File: src/rtl/cpu_pipe_pkg.sv
// Shared pipeline definitions: exception code width, CP0 ExcCode values, Tnew default width.
// Used by the stage registers and by the CP0 request logic.
package cpu_pipe_pkg;

  localparam int EXC_CODE_W     = 5;
  localparam int TNEW_W_DEFAULT = 3;

  localparam logic [EXC_CODE_W-1:0] EXC_INT  = 5'd0;
  localparam logic [EXC_CODE_W-1:0] EXC_ADEL = 5'd4;
  localparam logic [EXC_CODE_W-1:0] EXC_ADES = 5'd5;
  localparam logic [EXC_CODE_W-1:0] EXC_RI   = 5'd10;
  localparam logic [EXC_CODE_W-1:0] EXC_OV   = 5'd12;

endpackage

File: src/rtl/exc_merge.sv
// First-wins exception selector: an older (upstream) exception masks one raised locally.
// Purely combinational, no flow control.
module exc_merge
  import cpu_pipe_pkg::*;
#(
  parameter int EXC_W = EXC_CODE_W
) (
  input  logic             up_valid,
  input  logic [EXC_W-1:0] up_code,
  input  logic             loc_valid,
  input  logic [EXC_W-1:0] loc_code,
  output logic             merged_valid,
  output logic [EXC_W-1:0] merged_code
);

  always_comb begin
    merged_valid = 1'b0;
    merged_code  = '0;
    if (up_valid) begin
      merged_valid = 1'b1;
      merged_code  = up_code;
    end else if (loc_valid) begin
      merged_valid = 1'b1;
      merged_code  = loc_code;
    end
  end

endmodule

File: src/rtl/pipe_stage_reg.sv
// Inter-stage pipeline register with Tnew countdown and merged exception; 1-cycle latency.
// No ready back-pressure: stall holds contents, bubble empties the slot but keeps PC/BD for EPC.
module pipe_stage_reg
  import cpu_pipe_pkg::*;
#(
  parameter int DATA_W           = 256,
  parameter int TNEW_W           = TNEW_W_DEFAULT,
  parameter int EXC_W            = EXC_CODE_W,
  parameter bit TNEW_DEC_ON_HOLD = 1'b0
) (
  input  logic              clk,
  input  logic              reset,
  input  logic              stall,
  input  logic              flush,
  input  logic              bubble,
  input  logic              in_valid,
  input  logic [DATA_W-1:0] in_payload,
  input  logic [31:0]       in_pc,
  input  logic              in_bd,
  input  logic [TNEW_W-1:0] in_tnew,
  input  logic              in_exc_valid,
  input  logic [EXC_W-1:0]  in_exc_code,
  input  logic              loc_exc_valid,
  input  logic [EXC_W-1:0]  loc_exc_code,
  output logic              out_valid,
  output logic [DATA_W-1:0] out_payload,
  output logic [31:0]       out_pc,
  output logic              out_bd,
  output logic [TNEW_W-1:0] out_tnew,
  output logic              out_tnew_zero,
  output logic              out_exc_valid,
  output logic [EXC_W-1:0]  out_exc_code
);

  logic             merged_valid;
  logic [EXC_W-1:0] merged_code;
  logic [TNEW_W-1:0] load_tnew;

  exc_merge #(
    .EXC_W (EXC_W)
  ) u_exc_merge (
    .up_valid     (in_exc_valid),
    .up_code      (in_exc_code),
    .loc_valid    (loc_exc_valid),
    .loc_code     (loc_exc_code),
    .merged_valid (merged_valid),
    .merged_code  (merged_code)
  );

  // Saturating decrement; an empty slot carries no pending result.
  always_comb begin
    load_tnew = '0;
    if (in_valid && (in_tnew != '0)) begin
      load_tnew = in_tnew - TNEW_W'(1);
    end
  end

  always_ff @(posedge clk) begin
    if (reset || flush) begin
      out_valid     <= 1'b0;
      out_payload   <= '0;
      out_pc        <= '0;
      out_bd        <= 1'b0;
      out_tnew      <= '0;
      out_exc_valid <= 1'b0;
      out_exc_code  <= '0;
    end else if (bubble) begin
      out_valid     <= 1'b0;
      out_payload   <= '0;
      out_pc        <= in_pc;
      out_bd        <= in_bd;
      out_tnew      <= '0;
      out_exc_valid <= 1'b0;
      out_exc_code  <= '0;
    end else if (stall) begin
      if (TNEW_DEC_ON_HOLD && (out_tnew != '0)) begin
        out_tnew <= out_tnew - TNEW_W'(1);
      end
    end else begin
      out_valid     <= in_valid;
      out_payload   <= in_payload;
      out_pc        <= in_pc;
      out_bd        <= in_bd;
      out_tnew      <= load_tnew;
      out_exc_valid <= in_valid & merged_valid;
      out_exc_code  <= in_valid ? merged_code : '0;
    end
  end

  assign out_tnew_zero = out_valid && (out_tnew == '0);

endmodule

File: config.mk
export PLATFORM = sky130hd
export DESIGN_NAME = pipe_stage_reg
export DESIGN_NICKNAME = d
export VERILOG_FILES = /design/src/rtl/cpu_pipe_pkg.sv /design/src/rtl/exc_merge.sv /design/src/rtl/pipe_stage_reg.sv
export SDC_FILE = /design/constraint.sdc
export NUM_CORES = 1
export LEC_CHECK = 0
export BUFFER_PORTS_ARGS = -buffer_cell sky130_fd_sc_hd__buf_2
export CAP_MARGIN = 40
export CORE_AREA = 2 2 241 243
export CTS_BUF_LIST = sky130_fd_sc_hd__clkbuf_16
export DETAILED_ROUTE_END_ITERATION = 10
export DIE_AREA = 0 0 243 245
export GPL_ROUTABILITY_DRIVEN = 0
export HOLD_SLACK_MARGIN = 0.05
export PLACE_DENSITY = 0.4
export SKIP_CTS_REPAIR_TIMING = 1
export SYNTH_ARGS = -nofsm -noshare
export SYNTH_HDL_FRONTEND = slang
export SYNTH_HIERARCHICAL = 1
export SYNTH_SLANG_ARGS = --single-unit
File: constraint.sdc
create_clock -name clk -period 1 [get_ports clk]
set_input_delay 0 -clock clk [delete_from_list [all_inputs] [get_ports clk]]
set_output_delay 0 -clock clk [all_outputs]
set_load 0.005 [all_outputs]
[Word-level counts from Yosys, hierarchy flattened]
Index checks and enable logic that the tools add are counted.
Operators by class
  mux-type cells: 10
  equality and inequality tests: 1
  reductions and logical operators: 6
  add/sub/neg operators: 1
  bitwise logic cells: 1
Operators by type and width (number)
  32-bit two-way mux: 2
  5-bit two-way mux: 3
  1-bit two-way mux: 4
  3-bit logical NOT: 1
  3-bit two-way mux: 1
  3-bit nonzero test: 1
  3-bit by 1-bit subtractor with 3-bit output, second input constant: 1
  1-bit logical AND: 2
  2-bit by 1-bit != test with 1-bit output, second input constant: 1
  2-bit OR reduction: 1
  1-bit AND: 1
  1-bit logical OR: 1
Word-level totals
  input bits: 310
  register bits: 299
  word-level logic and storage cells: 26

[Depth between registers and ports, before layout]
  word-level depth: 3
  depth in mapped cells: 6

[Modules after synthesis]
The synthesis kept the hierarchy.
By module, submodules not included
  pipe_stage_reg: area each 10720.3 um^2, cells each 1019, seq. area each 5985.7 um^2, times used 1
  exc_merge: area each 82.6 um^2, cells each 12, seq. area each 0.0 um^2, times used 1

[Worst setup path after synthesis]
No wires, ideal clock.
  path kind: input to register
  start: in flush
  end: reg out_payload[10]
  required time: 0.938 ns
  stages: 5
  library setup time: 0.062 ns
  slack: 0.063 ns
  data arrival time: 0.875 ns
  cell sequence: or3_1 buf_2 buf_6 buf_6 nor2_2
On the way
  word-level cells in the longest chain between the ends: 2
RTL lines
  start: declaration: RTL line pipe_stage_reg.sv:14  | input logic flush,
  1-bit logical OR: RTL line pipe_stage_reg.sv:59  | if (reset || flush) begin
  2-bit OR reduction (no line)
  end signal: assignment: RTL line pipe_stage_reg.sv:81  | out_payload <= in_payload;
  end: declaration: RTL line pipe_stage_reg.sv:26  | output logic [DATA_W-1:0] out_payload,
No other way between the ends.
A chain may end at the register's enable or synchronous reset.

[Final worst setup path]
  start: reg out_tnew[1]
  end: out out_tnew_zero
On the way
  word-level cells in the longest chain between the ends: 2
RTL lines
  start: declaration: RTL line pipe_stage_reg.sv:29  | output logic [TNEW_W-1:0] out_tnew,
  start signal: assignment: RTL line pipe_stage_reg.sv:77  | out_tnew <= out_tnew - TNEW_W'(1);
  start signal: assignment: RTL line pipe_stage_reg.sv:84  | out_tnew <= load_tnew;
  3-bit logical NOT: RTL line pipe_stage_reg.sv:90  | assign out_tnew_zero = out_valid && (out_tnew == '0);
  1-bit logical AND: RTL line pipe_stage_reg.sv:90
  end: declaration: RTL line pipe_stage_reg.sv:30  | output logic out_tnew_zero,
No other way between the ends.

==> results by group <==
Worst setup path
  – Flop2flop setup slack: 210 ps
  – Crit path kind: flip-flop to output pin
  – Setup crit end kind: output pin
  – Arrival @ worst endpoint: 1260 ps
  – Crit-path max FO: 3
  – CP Launch Type: flip-flop
  – WP data required: 1000 ps

STA
  – PnR worst setup slack: -263 ps
  – Tcrit/Tclk final: 1.26
  – Max Fclk: 792 MHz
  – Clock Skew: 0 ps
  – # setup viols final: 261
  – RSZ-0062 raised after global routing: true
  – Fin. max-slew vios: 0
  – Rel. slew slack: 0.761
  – Fin. Hold Viols: 0
  – Worst slew pin tran: 359 ps
  – Minimum clock period: 1260 ps
  – Hold WS: 2.46 ps

Die
  – Area of the core: 57000 sq um
  – DIE AREA: 59500 sq um
  – Ports: 610
  – Die X: 243 microns
  – Row count: 88
  – Die Ht: 245 microns
  – Starting Density: 0.189

Clock network
  – CTS tree: yes
  – Worst skew pair latency: 530 ps
  – Htree depth: 2
  – CTS Buffer Depth: 3
  – Clock-pin slew on the worst setup and hold paths: 60 ps
  – TritonCTS Buffers: 37
  – Clock Sink Count: 299
  – CTS Root Cell: clkbuf_16

Yosys
  – Synthesized flop and latch total: 299
  – Yosys warnings: 6
  – Synthesized area per cell: 10.5 sq um
  – Synth Flop Type: dfxtp_1
  – Number of synthesized flops with an enable pin: 0
  – Post-Syn Nets: 1343
  – Cells after Synth: 1031
  – Mapped Area: 10800 sq um
  – Post-synth ARST share: 0
  – Yosys cell types: 26
  – Sequential share of the synthesized area: 0.554

Global route
  – Total GRT Usage: 0.119
  – Largest net degree at the start of global routing: 34
  – First-pass GRT wire length: 55.6 mm
  – Vias in the first global route: 9489
  – Grt ovf: 0
  – Initial antenna violation count: 0

Placement
  – Placed cell areas: 15000 sq um
  – Hpwl dp: 29.2 mm
  – Dpl ws: -153 ps
  – I/O Buffers: 609

Min path
  – Hold crit path type: primary input to flip-flop

Detailed routing
  – Mean routed wirelength per cell: 14.8 microns
  – Post-Route M1 WL: 16.3 mm
  – DR pass1 iterations: 4
  – Routed vias/inst: 3.88
  – DRT antenna net count: 0
  – Vias: 10776
  – DR iter-0 viols: 248
  – DR top layer: met4
  – Final WL: 41.0 mm
  – DRC Markers: 0
  – Metal2 WL: 21.0 mm
  – Routed wl met3: 2.50 mm

Final layout
  – Share of layout cells above drive strength 1: 0.521
  – P&R area growth vs syn: 93.1%
  – Most common cell after layout, fill and taps aside: buf_2
  – # nets final: 2298
  – Commonest non-fill, non-tap cells in the layout: buf_2 (416), dlygate4sd3_1 (308), dfxtp_2 (296)
  – Final Cell Area: 20900 sq um
  – Ant diodes: 0

Pwr
  – PwrDens: 1360 nW/um^2
  – Leak: 9.92 nW
  – Maximum VDD drop: 0.000989 V
  – Final Power: 0.0284 W

Job
  – Max Cap Viol: 0

Run status
  – Outcome: complete, but fails checks
  – Failing checks: setup timing
[layout make-up]
type | count | area, sq um
Tap cell | 765 | 957
Sequential cell | 299 | 6370
Clock buffer | 39 | 976
Multi-Input combinational cell | 656 | 4280
Clock inverter | 26 | 130
Inverter | 2 | 7.51
Fill cell | 5772 | 36200
Timing Repair Buffer | 990 | 8140
[flip-flops by register name, indices dropped and copies added, names as in the netlist]
register,cells
out_valid,1
out_payload,256
out_exc_code,5
out_bd,1
out_exc_valid,1
out_pc,32
out_tnew,3
[synthesized netlist by cell type, drive strengths merged, types with 2 or more instances]
cell type	n	area share
a21oi	35	0.016
a22o	3	0.0024
a22oi	6	0.0042
a32oi	2	0.0016
buf	64	0.047
clkbuf	10	0.0035
dfxtp	299	0.55
ha	2	0.0023
inv	2	0.00070
mux2i	256	0.24
nand2	70	0.024
nand2b	2	0.0012
nor2	268	0.098
nor2b	4	0.0030
o21ai	2	0.00093
or2	2	0.0012
[where the power goes]
group | leakage (nW) | total, W | internal (W) | switching, W
clock | 0.603 | 0.0123 | 0.00723 | 0.00510
sequential | 2.57 | 0.0124 | 0.0122 | 0.000161
combinational | 6.75 | 0.00372 | 0.00231 | 0.00141
total | 9.92 | 0.0284 | 0.0217 | 0.00667
[critical path, stage by stage, from the launching register on]
cell     delay, ps
dfxtp_2        340
nor4b_2        250
buf_2          150
[metal layers]
layer	vias to the layer above	GRT usage
met5	-	0
met4	0	0.0422
met3	74	0.0350
met2	388	0.213
met1	4986	0.135
li1	5328	-
[cells by family after synthesis]
group | after synthesis | share of synthesized area
simple gates | 349 | 0.129
flops | 299 | 0.554
mux | 256 | 0.237
buf+inv | 76 | 0.0511
compound gates | 49 | 0.0261
fa+ha+maj | 2 | 0.00232
[worst paths after layout]
path	start	cells past startpoint	to
worst max-delay path	out_tnew[1]	2	out_tnew_zero
worst min-delay path	bubble	4	out_payload[2]
worst max register to register	out_exc_code[0]	3	out_exc_code[0]
worst min register to register	out_pc[5]	2	out_pc[5]
[stage by stage]
step	instances	util	setup TNS [ps]
4_1_cts	2455	0.282	-8870
6_report	2777	0.366	-21100
3_3_place_gp	2390	0.263	-11940
3_5_place_dp	2390	0.263	-14410
5_1_grt	2777	0.366	-33390
2_1_floorplan	1031	-	0
Power figures use the tool's default switching activity.
